<file path="src/rtl/dmem_port_arbiter.sv">
// ---------------------------------------------------------------------------
// dmem_port_arbiter
//
// Shares one single-port data memory between two requesters. Requester 0
// (core load/store) has priority. Requester 1 (loader/debug) is force-granted
// once it has waited STARVE_LIMIT consecutive cycles. Synchronous read data is
// routed back to the requester that issued the read through a one-deep
// owner pipeline.
//
// Ports:
//   clk, reset (async, active-low)
//   r{0,1}_valid/we/addr/wdata  : request from each requester
//   r{0,1}_ready                : request accepted this cycle
//   r{0,1}_rvalid/rdata         : read response, one cycle after the grant
//   mem_en/we/addr/wdata        : memory port, muxed from the winner
//   mem_rdata                   : memory read data, one cycle after mem_en&!mem_we
//   starved                     : requester 1 is being force-granted
//
// Optional build macro DMEM_ARB_STATS_EN adds grant0_cnt, grant1_cnt and
// conflict_cnt (32-bit wrapping event counters).
// ---------------------------------------------------------------------------
module dmem_port_arbiter #(
  parameter int AW           = 32,
  parameter int DW           = 32,
  parameter int STARVE_LIMIT = 4
) (
  input  logic          clk,
  input  logic          reset,
  input  logic          r0_valid,
  input  logic          r0_we,
  input  logic [AW-1:0] r0_addr,
  input  logic [DW-1:0] r0_wdata,
  output logic          r0_ready,
  output logic          r0_rvalid,
  output logic [DW-1:0] r0_rdata,
  input  logic          r1_valid,
  input  logic          r1_we,
  input  logic [AW-1:0] r1_addr,
  input  logic [DW-1:0] r1_wdata,
  output logic          r1_ready,
  output logic          r1_rvalid,
  output logic [DW-1:0] r1_rdata,
  output logic          mem_en,
  output logic          mem_we,
  output logic [AW-1:0] mem_addr,
  output logic [DW-1:0] mem_wdata,
  input  logic [DW-1:0] mem_rdata,
  output logic          starved
`ifdef DMEM_ARB_STATS_EN
  ,
  output logic [31:0]   grant0_cnt,
  output logic [31:0]   grant1_cnt,
  output logic [31:0]   conflict_cnt
`endif
);

  localparam logic [7:0] LIMIT = 8'(STARVE_LIMIT);

  logic       force_r1;
  logic       gnt0;
  logic       gnt1;
  logic [7:0] starve_cnt_q, starve_cnt_d;
  logic       rd_vld_q, rd_vld_d;
  logic       rd_id_q, rd_id_d;

  // Arbitration and memory port. Everything combinational is qualified by
  // reset so the port is fully quiet while reset is held.
  always_comb begin
    force_r1  = reset && r1_valid && (starve_cnt_q >= LIMIT);
    gnt1      = force_r1 || (reset && r1_valid && !r0_valid);
    gnt0      = reset && r0_valid && !force_r1;
    starved   = force_r1;
    r0_ready  = gnt0;
    r1_ready  = gnt1;
    mem_en    = gnt0 || gnt1;
    mem_we    = 1'b0;
    mem_addr  = '0;
    mem_wdata = '0;
    if (gnt0) begin
      mem_we    = r0_we;
      mem_addr  = r0_addr;
      mem_wdata = r0_wdata;
    end else if (gnt1) begin
      mem_we    = r1_we;
      mem_addr  = r1_addr;
      mem_wdata = r1_wdata;
    end
  end

  // Next-state: read owner pipeline and requester-1 wait counter.
  always_comb begin
    rd_vld_d = mem_en && !mem_we;
    rd_id_d  = gnt1;
    if (!r1_valid || gnt1) begin
      starve_cnt_d = '0;
    end else if (starve_cnt_q != 8'hFF) begin
      starve_cnt_d = starve_cnt_q + 8'd1;
    end else begin
      starve_cnt_d = starve_cnt_q;
    end
  end

  // Stage boundary: grant -> read response.
  always_ff @(posedge clk or negedge reset) begin
    if (!reset) begin
      rd_vld_q     <= 1'b0;
      rd_id_q      <= 1'b0;
      starve_cnt_q <= '0;
    end else begin
      rd_vld_q     <= rd_vld_d;
      rd_id_q      <= rd_id_d;
      starve_cnt_q <= starve_cnt_d;
    end
  end

  always_comb begin
    r0_rvalid = rd_vld_q && !rd_id_q;
    r1_rvalid = rd_vld_q && rd_id_q;
    r0_rdata  = r0_rvalid ? mem_rdata : '0;
    r1_rdata  = r1_rvalid ? mem_rdata : '0;
  end

`ifdef DMEM_ARB_STATS_EN
  logic [31:0] grant0_cnt_q, grant0_cnt_d;
  logic [31:0] grant1_cnt_q, grant1_cnt_d;
  logic [31:0] conflict_cnt_q, conflict_cnt_d;

  always_comb begin
    grant0_cnt_d   = grant0_cnt_q + 32'(gnt0);
    grant1_cnt_d   = grant1_cnt_q + 32'(gnt1);
    conflict_cnt_d = conflict_cnt_q + 32'(r0_valid && r1_valid);
  end

  always_ff @(posedge clk or negedge reset) begin
    if (!reset) begin
      grant0_cnt_q   <= '0;
      grant1_cnt_q   <= '0;
      conflict_cnt_q <= '0;
    end else begin
      grant0_cnt_q   <= grant0_cnt_d;
      grant1_cnt_q   <= grant1_cnt_d;
      conflict_cnt_q <= conflict_cnt_d;
    end
  end

  assign grant0_cnt   = grant0_cnt_q;
  assign grant1_cnt   = grant1_cnt_q;
  assign conflict_cnt = conflict_cnt_q;
`endif

endmodule

</file>
<file path="config.mk">
export PLATFORM = sky130hd
export DESIGN_NAME = dmem_port_arbiter
export DESIGN_NICKNAME = d
export VERILOG_FILES = /design/src/rtl/dmem_port_arbiter.sv
export SDC_FILE = /design/constraint.sdc
export NUM_CORES = 1
export LEC_CHECK = 0
export ABC_AREA = 1
export CAP_MARGIN = 0
export CORE_AREA = 3 3 117 119
export CTS_BUF_LIST = sky130_fd_sc_hd__clkbuf_4 sky130_fd_sc_hd__clkbuf_8
export DETAILED_ROUTE_END_ITERATION = 8
export DIE_AREA = 0 0 120 122
export PLACE_DENSITY = 0.62
export SLEW_MARGIN = 20
export SYNTH_ARGS = -nofsm -noshare
export SYNTH_HDL_FRONTEND = slang
export SYNTH_SLANG_ARGS = --single-unit
</file>
<file path="constraint.sdc">
create_clock -name clk -period 3.9 [get_ports clk]
set_input_delay 0.39 -clock clk [delete_from_list [all_inputs] [get_ports clk]]
set_output_delay 0.39 -clock clk [all_outputs]
set_load 0.01 [all_outputs]
</file>
==> key figures <==
Global route
  – Largest net degree at the start of global routing: 37
  – Total global routing overflow: 0
  – First-pass GRT wire length: 16,900 um
  – Gr usage total: 0.142
  – Initial antenna violation count: 0
  – Vias in the first global route: between 3,000 and 4,000

Setup path
  – Data arrival, critical path: 2.61 ns
  – WS Path Type: input pin to primary output
  – Reg2Reg Setup Slack: 2.44 ns
  – CP Max Fanout: 21
  – Worst EP required: 3.51 ns
  – Critical Path End Type: primary output
  – R2r startpoint: starve_cnt_q[0]
  – Worst Setup Start Kind: input pin
  – CP startpoint: reset

Floorplan
  – # IOs: roughly 300
  – Area of the core: between 0.01 and 0.015 mm^2
  – Row count: between 40 and 50
  – Chip height: 122 um
  – Starting Density: 0.167
  – Chip Width: 120 um
  – Die ar.: 0.0146 mm^2

Power and ir drop
  – Leakage power of the design: roughly 2.4 nW
  – Final Total Pwr: 694 uW
  – Maximum vdd drop: 0.115 mV
  – Pwr/cell area: about 130 mW/mm^2

Timing
  – Fmax: 334 MHz
  – Min Tclk post-route: 3.00 ns
  – Final setup fails: 0
  – Pins Over Slew Limit: 0
  – Final Hold Slack: a little under 0.4 ns
  – Final worst setup slack: 0.905 ns
  – Setup TNS: 0 ns
  – Period utilisation layout: 0.768
  – Tightest Pin Transition: 0.934 ns
  – Final Hold Vio Count: 0
  – Slew Limit Headroom: 0.377
  – Worst Skew: between 0.002 and 0.0025 ns
  – RSZ-0062 raised after global routing: false

Clocking
  – Inserted Clock Buffers: 3
  – CTS clk-pin slew, worst paths: 0.04 ns
  – Setup Fix Bufs, Post-CTS: 0
  – H-tree levels: 1
  – # hold bufs at CTS: 0
  – CTS tree: done
  – Post-CTS resize count: 0
  – Root Buffer: clkbuf_8
  – CTS sink count: 10
  – Clock tree buffer depth: 2
  – Clk Latency, worst-skew pair: between 0.2 and 0.25 ns

Route
  – Drt total wl: 11,300 um
  – Initial DRC count: 136
  – Antenna Violating Nets Remaining: 0
  – DRC: 0
  – Pre-antenna DRT Iters: 4
  – Wirelength per Cell: 13.2 um
  – Vias post-DR: 3,281
  – Vias per cell: 3.86

Placement
  – Setup slack at placement: between 0.8 and 0.9 ns
  – Port Buf Inserts: 300
  – DP HPWL: a little under 10,000 um
  – GPL Wtd Cong: 0.838

Flow run
  – MaxCap Viol Count: 0

Layout
  – Share of cells above drive strength 1: 0.127
  – Nets: 849
  – Commonest non-fill, non-tap cell in the layout: clkdlybuf4s50_1
  – Most frequent cells in the layout: clkdlybuf4s50_1, nand2_1, nand2_2, nor2_1, inv_1
  – P&R area growth vs syn: 145%
  – Ant. Diodes: 0

Logic synthesis
  – FF+latch count, synth: 10
  – Post-Synthesis Cells: ~400
  – Yosys warning count: 0
  – Mapped Nets: 560
  – Syn avg cell area: around 5.4 um^2
  – Unique masters post-synth: 22
  – Mapped Area: 0.00211 mm^2
  – Seq/Total Area, Yosys: 0.118

Status
  – Status: finished clean

Hold path
  – Min-Delay Path Class: input pin to async pin
critical path, cell delays in order:
cell and delay (ns):
clkdlybuf4s50_1 0.61, nand2_1 0.08, inv_1 0.12, nand2_2 0.09
inv_2 0.23, buf_4 0.38, nand2_1 0.09, nand2_1 0.07
clkdlybuf4s50_1 0.54
metal layers:
layer / vias up / track usage / wire, um
met5: - / 0 / 0
met4: 0 / 0.0286 / 126
met3: 10 / 0.0330 / 896
met2: 155 / 0.269 / 5970
met1: 1404 / 0.162 / 4280
li1: 1712 / - / -
through the flow:
step	area, um^2	utilization	std cells
after global placement	5140	0.405	848
after floorplan	2110	-	392
final	5180	0.409	851
after global routing	5180	0.409	851
after CTS	5180	0.409	851
after detailed placement	5140	0.405	848
final timing paths:
path | to | cells past startpoint
hold reg to reg | starve_cnt_q[0] | 2
min in group clk | starve_cnt_q[0] | 2
setup reg to reg | starve_cnt_q[1] | 7
hold / removal | starve_cnt_q[4] | 1
max in group asynchronous | rd_id_q | 2
setup / recovery | mem_addr[31] | 9
state kept, by name, indices dropped and copies added, names as in the netlist:
name and count:
starve_cnt_q 8, rd_id_q 1, rd_vld_q 1
synthesized netlist by cell type:
cell / n / share of area
clkbuf_1: 6 / 0.011
a21oi_1: 6 / 0.014
nor2_2: 1 / 0.0030
buf_8: 1 / 0.0071
o21ai_0: 2 / 0.0047
o21bai_1: 1 / 0.0036
nand4_1: 4 / 0.012
dfrtp_1: 10 / 0.12
xor2_1: 2 / 0.0083
nor2_4: 1 / 0.0053
nand2_1: 139 / 0.25
nor2_1: 72 / 0.13
buf_12: 7 / 0.066
inv_2: 2 / 0.0036
nand3_1: 8 / 0.019
buf_6: 5 / 0.027
xnor2_1: 1 / 0.0041
inv_1: 47 / 0.084
nand2_2: 72 / 0.21
buf_2: 2 / 0.0047
nand3_2: 1 / 0.0047
ha_1: 2 / 0.012
where the power goes:
part	switching (mW)	internal [mW]
Combinational	0.184	0.296
Clock	0.0350	0.0671
Sequential	0.00355	0.108
kinds of logic (layout without fill, tap and decap cells):
family	count (synthesis)	after routing	synth area share
AO/OA/AOI/OAI	9	9	0.0225
flip-flops	10	10	0.118
XOR/XNOR	3	3	0.0124
adder cells (fa/ha/maj)	2	2	0.0118
buffers and inverters	70	357	0.203
AND/OR/NAND/NOR	298	298	0.632
final cells by class:
class                      instances  area [um^2]
inverter                          49          184
multi-input combinational        312         1440
tap                              172          215
clock buffer                       3         41.3
fill                            1319         7490
sequential                        10          250
timing repair buffer             305         3050
(Power assumes the default switching activity.)
